--- config.mk ---
export PLATFORM = sky130hd
export DESIGN_NAME = screen_sequencer
export DESIGN_NICKNAME = d
export VERILOG_FILES = /design/src/rtl/screen_pkg.sv /design/src/rtl/button_edge_detector.sv /design/src/rtl/screen_sequencer.sv
export SDC_FILE = /design/constraint.sdc
export NUM_CORES = 1
export LEC_CHECK = 0
export ABC_AREA = 1
export BUFFER_PORTS_ARGS = -buffer_cell sky130_fd_sc_hd__buf_4
export CAP_MARGIN = 10
export CORE_UTILIZATION = 45
export CTS_CLUSTER_DIAMETER = 200
export DETAILED_ROUTE_END_ITERATION = 10
export GPL_TIMING_DRIVEN = 0
export HOLD_SLACK_MARGIN = 0.12
export PLACE_DENSITY = 0.8
export SYNTH_ARGS = -nofsm -noshare
export SYNTH_HDL_FRONTEND = slang
export SYNTH_SLANG_ARGS = --single-unit
--- constraint.sdc ---
create_clock -name vga_clock -period 2.6 [get_ports vga_clock]
set_clock_uncertainty 0.05 [all_clocks]
set_input_delay 0 -clock vga_clock [delete_from_list [all_inputs] [get_ports vga_clock]]
set_output_delay 0 -clock vga_clock [all_outputs]
set_load 0.01 [all_outputs]
--- src/rtl/screen_pkg.sv ---
// Shared types and widths for the screen sequencer slice.
package screen_pkg;

  localparam int FRAME_CNT_W = 16;

  typedef enum logic [1:0] {
    SCR_TITLE = 2'd0,
    SCR_PLAY  = 2'd1,
    SCR_OVER  = 2'd2
  } screen_t;

  typedef struct packed {
    logic [3:0] r;
    logic [3:0] g;
    logic [3:0] b;
  } rgb12_t;

endpackage

--- src/rtl/button_edge_detector.sv ---
// Two-flop synchroniser for an asynchronous button plus a one-cycle rising-edge pulse.
module button_edge_detector (
  input  logic clk,
  input  logic rst_n,
  input  logic button,
  output logic pulse
);

  logic sync_meta;
  logic sync_q;
  logic sync_prev;

  always_ff @(posedge clk or negedge rst_n) begin
    if (!rst_n) begin
      sync_meta <= 1'b0;
      sync_q    <= 1'b0;
      sync_prev <= 1'b0;
    end else begin
      sync_meta <= button;
      sync_q    <= sync_meta;
      sync_prev <= sync_q;
    end
  end

  assign pulse = sync_q & ~sync_prev;

endmodule

--- src/rtl/screen_sequencer.sv ---
// Frame-synchronous TITLE/PLAY/OVER screen selector driving the VGA colour pins.
// Define SCREEN_AUTO_RETURN_EN to let OVER fall back to TITLE after TIMEOUT_FRAMES.
module screen_sequencer
  import screen_pkg::*;
#(
  parameter int SCREEN_WIDTH   = 640,
  parameter int SCREEN_HEIGHT  = 480,
  parameter int HOLD_FRAMES    = 120,
  parameter int TIMEOUT_FRAMES = 600
) (
  input  logic        vga_clock,
  input  logic        reset,
  input  logic        jump_button,
  input  logic        player_dead,
  input  logic        level_complete,
  input  logic [31:0] row,
  input  logic [31:0] column,
  input  logic        display_enable,
  input  logic [11:0] title_rgb,
  input  logic [11:0] game_rgb,
  input  logic [11:0] over_rgb,
  output logic [3:0]  vga_red,
  output logic [3:0]  vga_green,
  output logic [3:0]  vga_blue,
  output logic [1:0]  screen,
  output logic        game_reset,
  output logic [9:0]  leds
);

  screen_t                state_q, state_d;
  logic [FRAME_CNT_W-1:0] frame_cnt_q, frame_cnt_d;
  logic                   press_pend_q, dead_pend_q, clear_pend_q;
  logic                   press_edge;
  logic                   frame_tick;
  rgb12_t                 rgb_sel, rgb_q;

  // Geometry/timeout values not consumed by every build configuration.
  logic [31:0] unused_cfg;
  assign unused_cfg = 32'(SCREEN_WIDTH) ^ 32'(TIMEOUT_FRAMES);

  button_edge_detector u_jump_edge (
    .clk    (vga_clock),
    .rst_n  (reset),
    .button (jump_button),
    .pulse  (press_edge)
  );

  assign frame_tick = (row == 32'(SCREEN_HEIGHT)) && (column == '0);

  always_comb begin
    state_d     = state_q;
    frame_cnt_d = frame_cnt_q;
    case (state_q)
      SCR_TITLE: begin
        if (press_pend_q) state_d = SCR_PLAY;
      end
      SCR_PLAY: begin
        if (dead_pend_q)       state_d = SCR_OVER;
        else if (clear_pend_q) state_d = SCR_TITLE;
      end
      SCR_OVER: begin
        if (press_pend_q && (frame_cnt_q >= FRAME_CNT_W'(HOLD_FRAMES))) state_d = SCR_TITLE;
`ifdef SCREEN_AUTO_RETURN_EN
        if (frame_cnt_q == FRAME_CNT_W'(TIMEOUT_FRAMES - 1)) state_d = SCR_TITLE;
`endif
        if (frame_cnt_q != '1) frame_cnt_d = frame_cnt_q + 1'b1;
      end
      default: state_d = SCR_TITLE;
    endcase
    if (state_d != state_q) frame_cnt_d = '0;
  end

  // Pending flags are dropped at every boundary, including pulses landing on the tick itself.
  always_ff @(posedge vga_clock or negedge reset) begin
    if (!reset) begin
      state_q      <= SCR_TITLE;
      frame_cnt_q  <= '0;
      press_pend_q <= 1'b0;
      dead_pend_q  <= 1'b0;
      clear_pend_q <= 1'b0;
    end else if (frame_tick) begin
      state_q      <= state_d;
      frame_cnt_q  <= frame_cnt_d;
      press_pend_q <= 1'b0;
      dead_pend_q  <= 1'b0;
      clear_pend_q <= 1'b0;
    end else begin
      if (press_edge)     press_pend_q <= 1'b1;
      if (player_dead)    dead_pend_q  <= 1'b1;
      if (level_complete) clear_pend_q <= 1'b1;
    end
  end

  always_comb begin
    rgb_sel = '0;
    case (state_q)
      SCR_TITLE: rgb_sel = rgb12_t'(title_rgb);
      SCR_PLAY:  rgb_sel = rgb12_t'(game_rgb);
      SCR_OVER:  rgb_sel = rgb12_t'(over_rgb);
      default:   rgb_sel = '0;
    endcase
  end

  always_ff @(posedge vga_clock or negedge reset) begin
    if (!reset) rgb_q <= '0;
    else        rgb_q <= display_enable ? rgb_sel : '0;
  end

  assign vga_red    = rgb_q.r;
  assign vga_green  = rgb_q.g;
  assign vga_blue   = rgb_q.b;
  assign screen     = state_q;
  assign game_reset = (state_q != SCR_PLAY);
  assign leds       = {frame_cnt_q[4:0], clear_pend_q, dead_pend_q, press_pend_q, state_q};

endmodule
* Yosys cells after proc, flatten, opt, wreduce, memory -nomap -nowiden
Index checks and enable logic that the tools add are counted.
Storage, ports and cells: register bits after elaboration 36, bits of input ports 106, output and inout port bits 25, logic and storage cells 47
Cells by class: add/sub/neg operators 1, order comparisons 1, equal/unequal tests 6, multiplexer cells 16, bitwise logic cells 2, reduce and logical (&&, ||, !) cells 10
Operators with widths (count):
- $mux W16 | 3
- $pmux W12 S3 | 1
- $eq A32 B9 Y1 const B | 1
- $logic_not A32 Y1 | 1
- $add A16 B1 Y16 const B | 1
- $ge A16 B7 Y1 const B | 1
- $ne A16 B16 Y1 const B | 1
- $mux W12 | 1
- $reduce_bool A2 Y1 | 5
- $mux W2 | 4
- $mux W1 | 6
- $pmux W2 S3 | 1
- $reduce_and A3 Y1 | 1
- $eq A2 B1 Y1 const B | 1
- $eq A2 B2 Y1 const B | 1
- $logic_and A1 B1 Y1 | 2
- $logic_not A2 Y1 | 1
- $ne A2 B1 Y1 const B | 1
- $ne A2 B2 Y1 | 1
- $and A1 B1 Y1 | 1
- $not A1 Y1 | 1

* Logic depth before layout (Yosys ltp)
Gate-level depths: netlist of the first run.
word-level depth 7, mapped depth 12, depth with buffers taken out 11

* Hierarchy
From an unflattened synthesis of the first run, not the netlist that was laid out.
Unflattened totals: cell total of the unflattened synthesis 343, area, all modules 2337.2 µm²
Modules (own cells, without submodules):
- screen_sequencer | times used 1, cells an instance 338, area each 2252.2 µm²
- button_edge_detector | times used 1, cells an instance 5, area each 85.1 µm²

* Worst setup path after synthesis of the first run
OpenSTA, ideal clock, no wires.
path kind flip-flop to flip-flop, start register frame_cnt_q[0], end register frame_cnt_q[10], arrival time 1529 ps, data required time 2432 ps, slack 903 ps, cell stages (with the launch flop) 12, buffers on the path 1, cell sequence dfrtp_1 > ha_1 > nand2_2 > nor2_2 > nand2_2 > nor2_2 > nand3b_1 > nand2_1 > inv_1 > buf_2 > nand4_1 > nand2_1
Between the ends: cells in the longest elaborated chain, start to end 7
RTL lines:
- from (decl) | line screen_sequencer.sv:31 | logic [FRAME_CNT_W-1:0] frame_cnt_q, frame_cnt_d;
- from (signal assigned) | line screen_sequencer.sv:83 | frame_cnt_q <= frame_cnt_d;
- $ge A16 B7 Y1 | line screen_sequencer.sv:62 | if (press_pend_q && (frame_cnt_q >= FRAME_CNT_W'(HOLD_FRAMES))) state_d = SCR_TITLE;
- $logic_and A1 B1 Y1 | line screen_sequencer.sv:62
- $mux W2 | line screen_sequencer.sv:62
- $pmux W2 S3 | line screen_sequencer.sv:53 | case (state_q)
- $ne A2 B2 Y1 | line screen_sequencer.sv:70 | if (state_d != state_q) frame_cnt_d = '0;
- $reduce_bool A2 Y1 (no line)
- $reduce_and A3 Y1 (no line)
Several ways; a longest one is shown, not always the timed one. The select of a mux whose other input is x is not followed. A chain may end at the register's enable or synchronous reset.

* Worst setup path in the final report of the first run
start register state_q[1], in the netlist screen[1], end register rgb_q (netlist bit vga_red[0])
Between the ends: cells in the longest elaborated chain, start to end 3
RTL lines:
- from (decl) | line screen_sequencer.sv:30 | screen_t state_q, state_d;
- from (signal assigned) | line screen_sequencer.sv:82 | state_q <= state_d;
- $eq A2 B2 Y1 (tied with other cells) | line screen_sequencer.sv:96 | case (state_q)
- $pmux W12 S3 (*) | line screen_sequencer.sv:96
- $mux W12 (*) | line screen_sequencer.sv:106 | else rgb_q <= display_enable ? rgb_sel : '0;
- to (signal assigned) | line screen_sequencer.sv:106
- to (decl) | line screen_sequencer.sv:35 | rgb12_t rgb_sel, rgb_q;
Mark *: on every way between the ends. The rest lies on a longest branch, timed or not.

==> results.toml, run 1 <==
[critical_path]
cp_max_fo = 10
crit_required_ps = 2790
worstPathArrival_ps = 2530
endpoint_kind = "flop"
critPathLaunchType = "flop"
critical_path_class = "reg2reg"

[placement]
place_area_um2 = 3440
gp_congestion = 0.863
dp_hpwl_um = 5370
numPortBuffers = 130

[routing]
viasPerCell = 4.79
drt_wl_total_um = 7590
first_iter_violations = 194
vias = 2838
ant_nets = 0
wl_per_cell_um = 12.8
dr.pass1.iters = 4
drc = 0

[timing]
rsz0062_at_grt = "no"
max_clock_freq_mhz = 428
period_needed_ps = 2340
hold_slack_ps = 141
relSlewSlack_pct = 69.6
slew_viol_final = 0
period_share_pct = 90.0
setup-tns-final_ps = 0
tightest_slew_ps = 456
hold_violations = 0
setup_viol = 0

[clocking]
cts_root_buf = "clkbuf_8"
clkLatencyLatePin_ps = 300
htreeDepth = 2
cts_buffers = 5
cts_setup_buffers = 0
path_clk_slew_ps = 80
cts_resized = 0
ctsHoldBuffers = 28
cts.sinks = 36
cts_tree = "built"
clockBufferDepth = 2

[power_and_ir_drop]
leakagePower_nw = 2.12
peakVddDrop_v = 0.000220
pwr_density_cell_nw_per_um2 = 301

[flow_run]
drv_cap = 0

[logic_synthesis]
ys_types = 25
synth-xor-area-share_pct = 5.16
postSynthAreaPerCell_um2 = 6.67
netlist_area_um2 = 2380
synth_top_area_cell = "dfrtp_1"
synth_top_family_by_area = "simple AND/OR/NAND/NOR gates"
synth.area.mux_share_pct = 0
synthTopCellsByArea = "dfrtp_1 (38%), nand2_1 (20%), nor2_1 (11%)"
syn_inst = 356
synthAdderAreaFrac_pct = 1.05
netlist_top_cells_count = "nand2_1 (128), nor2_1 (67), dfrtp_1 (36), inv_1 (34), nand3_1 (20)"
ys_ff_latch = 36
synth_edf_count = 0
synthFlopType = "dfrtp_1"
async_flop_share_pct = 100
yosysWarnings = 0
synth.most_common_cell = "nand2_1"
synth_compound_area_share_pct = 1.69
yosys.area_share.simple_pct = 43.1
syn-num-nets = 464
seq_area_frac_synth_pct = 37.9
synth_top_area_share_pct = 37.9

[global_routing]
grt_pass1_vias = 2828
antenna_found_initial = 0
grt.total_usage_pct = 29.9
grt_pass1_wl_um = 12600
grt_overflow = 0
grt_max_degree = 37

[finish]
n_antenna_cell = 0
fill_cells = 388
area_growth_pct = 60.5
fin_util_pct = 74.6
nets = 629
drive_above_1_share_pct = 31.8
fin_area_um2 = 3810

[status]
status = "finished clean"

[min_path]
worstHoldPathType = "in2async"

[floorplan]
ios = 131
die_w_um = 74.7
dieArea_um2 = 5570
core_area_um2 = 5110
rows = 26
start_util_pct = 46.5
die_h_um = 74.7
[registers in the layout, indices dropped and copies added, names as in the netlist, 2 cells and up]
signal,count
frame_cnt_q,16
screen,2
vga_red,4
vga_green,4
vga_blue,4
[cell usage in the layout, fill, tap and decap left out]
cell / synthesis / layout
buf_4: 10 / 140
nand2_1: 128 / 128
nor2_1: 67 / 67
dfrtp_1: 36 / 36
inv_1: 34 / 34
dlygate4sd3_1: 0 / 28
nand3_1: 20 / 20
nand4_1: 17 / 17
xor2_1: 11 / 11
clkbuf_8: 0 / 5
nor2_2: 4 / 4
clkbuf_1: 3 / 3
nand2_2: 3 / 3
buf_2: 3 / 3
xnor2_1: 3 / 3
inv_2: 2 / 2
buf_6: 2 / 2
nand3b_1: 2 / 2
o21ai_0: 2 / 2
ha_1: 2 / 2
clkinvlp_4: 0 / 2
buf_1: 1 / 1
o21ai_2: 1 / 1
a21oi_4: 1 / 1
and2_0: 1 / 1
nand3_2: 1 / 1
nand2_4: 1 / 1
a21oi_1: 1 / 1
clkinv_4: 0 / 1
[final cells by class]
class	instances	area, µm²	area share, %
repair buffers	158	1260	33.0
multi-input cells	265	1210	31.8
flip-flops and latches	36	901	23.6
inverters	36	135	3.54
plain buffers	19	128	3.35
well taps	70	87.6	2.30
clock buffers	5	68.8	1.81
clock inverters	3	23.8	0.624
[cell families (layout without fill, tap and decap cells)]
| group | after synthesis | after routing |
|---|---|---|
| DFF | 36 | 36 |
| and+or+nand+nor | 244 | 244 |
| xor gates and xnor gates | 14 | 14 |
| adders and majority gates | 2 | 2 |
| AOI/OAI and AO/OA | 5 | 5 |
| buffers and inverters | 55 | 221 |
[final timing paths]
check	startpoint	end	slack [ps]	depth (start not counted)
worst min register to register	u_jump_edge.sync_meta	u_jump_edge.sync_q	310	0
worst max-delay path	screen[1]	vga_red[0]	260	8
min in group vga_clock	row[20]	frame_cnt_q[1]	190	10
worst max register to register	screen[1]	vga_red[0]	260	8
max in group asynchronous	reset	u_jump_edge.sync_q	2040	2
worst min-delay path	reset	frame_cnt_q[3]	140	2
[critical path, stage by stage, from the launching register on]
cell and delay, ps:
dfrtp_1 530, inv_1 110, nor2_2 250, clkbuf_1 400
nand2_1 120, nand3_1 110, dlygate4sd3_1 570, nand2_1 60
inv_1 60
[power by group]
part / leakage, nW / internal, mW / switching (mW)
Clock: 0.0404 / 0.190 / 0.224
Sequential: 0.470 / 0.562 / 0.000692
Combinational: 1.61 / 0.121 / 0.0519
Total: 2.12 / 0.873 / 0.276
[metrics by stage]
stage	setup WS [ps]	power, mW	std cells
2_1_floorplan	903	0.589	356
3_3_place_gp	639	0.722	556
3_5_place_dp	595	0.725	556
4_1_cts	355	1.15	592
5_1_grt	150	1.20	592
6_report	261	1.15	592
[metal layers]
metal / vias up / global-route usage (%) / wire (µm)
met5: - / 0 / 0
met4: 0 / 8.18 / 108
met3: 12 / 9.24 / 571
met2: 114 / 53.6 / 3920
li1: 1411 / - / -
met1: 1301 / 34.6 / 2990
Power figures use the tool's default switching activity.
==> inputs of run 2 (changes only) <==
- REMOVE_ABC_BUFFERS: not set -> 1
==> run 2 against run 1 <==
- maximum frequency is 1.8% lower
- power increased by 6.4%
- utilization is 1.9 points lower
- routed wire length shrank 2.0%
- register-to-register slack worse by 40 ps
- sequential share of layout area increased by 0.62 points
- flip-flop and latch count unchanged
- design area down 2.6%
- worst hold slack better by 2.5 ps
- critical path type unchanged
==> results.toml, run 2 (synthesized netlist as in run 1, its figures left out) <==
[routing]
viasPerCell = 4.74
dr.pass1.iters = 4
drt_wl_total_um = 7440
first_iter_violations = 123
vias = 2722
ant_nets = 0
wl_per_cell_um = 13.0
drc = 0

[timing]
slew_viol_final = 0
timing.final.ws_setup_ps = 218
hold_violations = 0
setup-tns-final_ps = 0
max_clock_freq_mhz = 420
tightest_slew_ps = 913
rsz0062_at_grt = "no"
period_needed_ps = 2380
relSlewSlack_pct = 38.9
hold_slack_ps = 144
period_share_pct = 91.6
setup_viol = 0

[placement]
place_ws_ps = 414
numPortBuffers = 130
gp_congestion = 0.853
dp_hpwl_um = 5060

[critical_path]
crit_path_top_delay_cell = "nor2_1"
cp_slowest_stage_delay_ps = 740
cp_max_fo = 13
worstPathArrival_ps = 2560
ff2ff_setup_slack_ps = 220
critPathTopFamily = "simple AND/OR/NAND/NOR gates"
r2r_end = "vga_green[3]"
r2r_cells = 6
regToRegStartpoint = "screen[1]"
endpoint_kind = "flop"
cp_common_cell = "nand2_1"
crit_required_ps = 2780
path_buf_inv = 2
path_cells = "nor2_1 > nand2_1 > nand3_1 > dlygate4sd3_1 > nand2_1 > inv_1"
critical_path_class = "reg2reg"
critPathLaunch = "screen[1]"
critPathLaunchType = "flop"

[power_and_ir_drop]
peakVddDrop_v = 0.000265
power.total_mw = 1.22
pwr_density_cell_nw_per_um2 = 329
leakagePower_nw = 2.06

[clocking]
cts_buffers = 5
clockBufferDepth = 2
clkLatencyLatePin_ps = 290
cts.sinks = 36
cts_resized = 0
cts_setup_buffers = 0
cts_root_buf = "clkbuf_8"
path_clk_slew_ps = 70
cts_tree = "built"
htreeDepth = 2

[floorplan]
die_w_um = 74.7
rows = 26
dieArea_um2 = 5570
ios = 131
core_area_um2 = 5110
die_h_um = 74.7
start_util_pct = 46.5

[finish]
nets = 611
mostFrequentLayoutCells = "buf_4 (130), nand2_1 (128), nor2_1 (67)"
fin_util_pct = 72.7
n_antenna_cell = 0
area_growth_pct = 56.3
drive_above_1_share_pct = 30.0
top_register = "frame_cnt_q"
largest_register_ff_count = 16
final_common_cell = "buf_4"

[status]
status = "finished clean"

[flow_run]
drv_cap = 0

[global_routing]
grt_pass1_wl_um = 12100
grt.total_usage_pct = 28.9
grt_overflow = 0
grt_max_degree = 37
antenna_found_initial = 0
grt_pass1_vias = 2764

[min_path]
worstHoldPathType = "in2async"
-- run 2: changes by cell type in the layout (fill, tap and decap cells not counted), sizes merged --
cell / delta
buf: -15
bufinv: +1
clkbuf: -2
clkinvlp: -2
-- run 2: layout make-up --
type,instances,area [µm²]
sequential,36,901
clock buffer,6,72.6
multi-input combinational,265,1210
fill,406,1390
inverter,36,135
timing repair buffer,159,1270
clock inverter,2,35.0
tap,70,87.6
-- run 2: repair_timing --
action / CTS / global route
hold buffers: 28 / 0
hold endpoints to repair: 51 / 0
endpoints found under the setup margin: 0 / 0
-- run 2: worst reg2reg max path, cell delays in order (launching register included) --
cell           delay [ps]
dfrtp_1               500
nor2_1                740
nand2_1               190
nand3_1               170
dlygate4sd3_1         570
nand2_1                50
inv_1                  50
-- run 2: where the power goes --
part	leakage [nW]	internal, mW	switching (mW)
combinational	1.54	0.121	0.0492
clock	0.0552	0.285	0.205
sequential	0.470	0.562	0.000844
total	2.06	0.968	0.255
-- run 2: worst max path at each step --
stage,to,slack [ps],depth (start not counted)
global placement,frame_cnt_q[12],400,10
floorplan,frame_cnt_q[10],810,6
finish,vga_green[3],220,6
global route,vga_green[3],80,6
detailed placement,frame_cnt_q[12],410,10
CTS,vga_green[0],400,6
-- run 2: metrics by stage --
stage               cells  area, µm²
floorplan             337       2250
global route          574       3710
global placement      537       3310
finish                574       3710
CTS                   573       3700
detailed placement    537       3310
-- run 2: layer usage --
metal / vias to the layer above / global-route usage [%] / part of all wire, %
met5: - / 0 / 0
met4: 0 / 8.39 / 1.7
met3: 15 / 8.70 / 7.4
met2: 99 / 54.5 / 52
met1: 1231 / 30.9 / 38
li1: 1377 / - / -
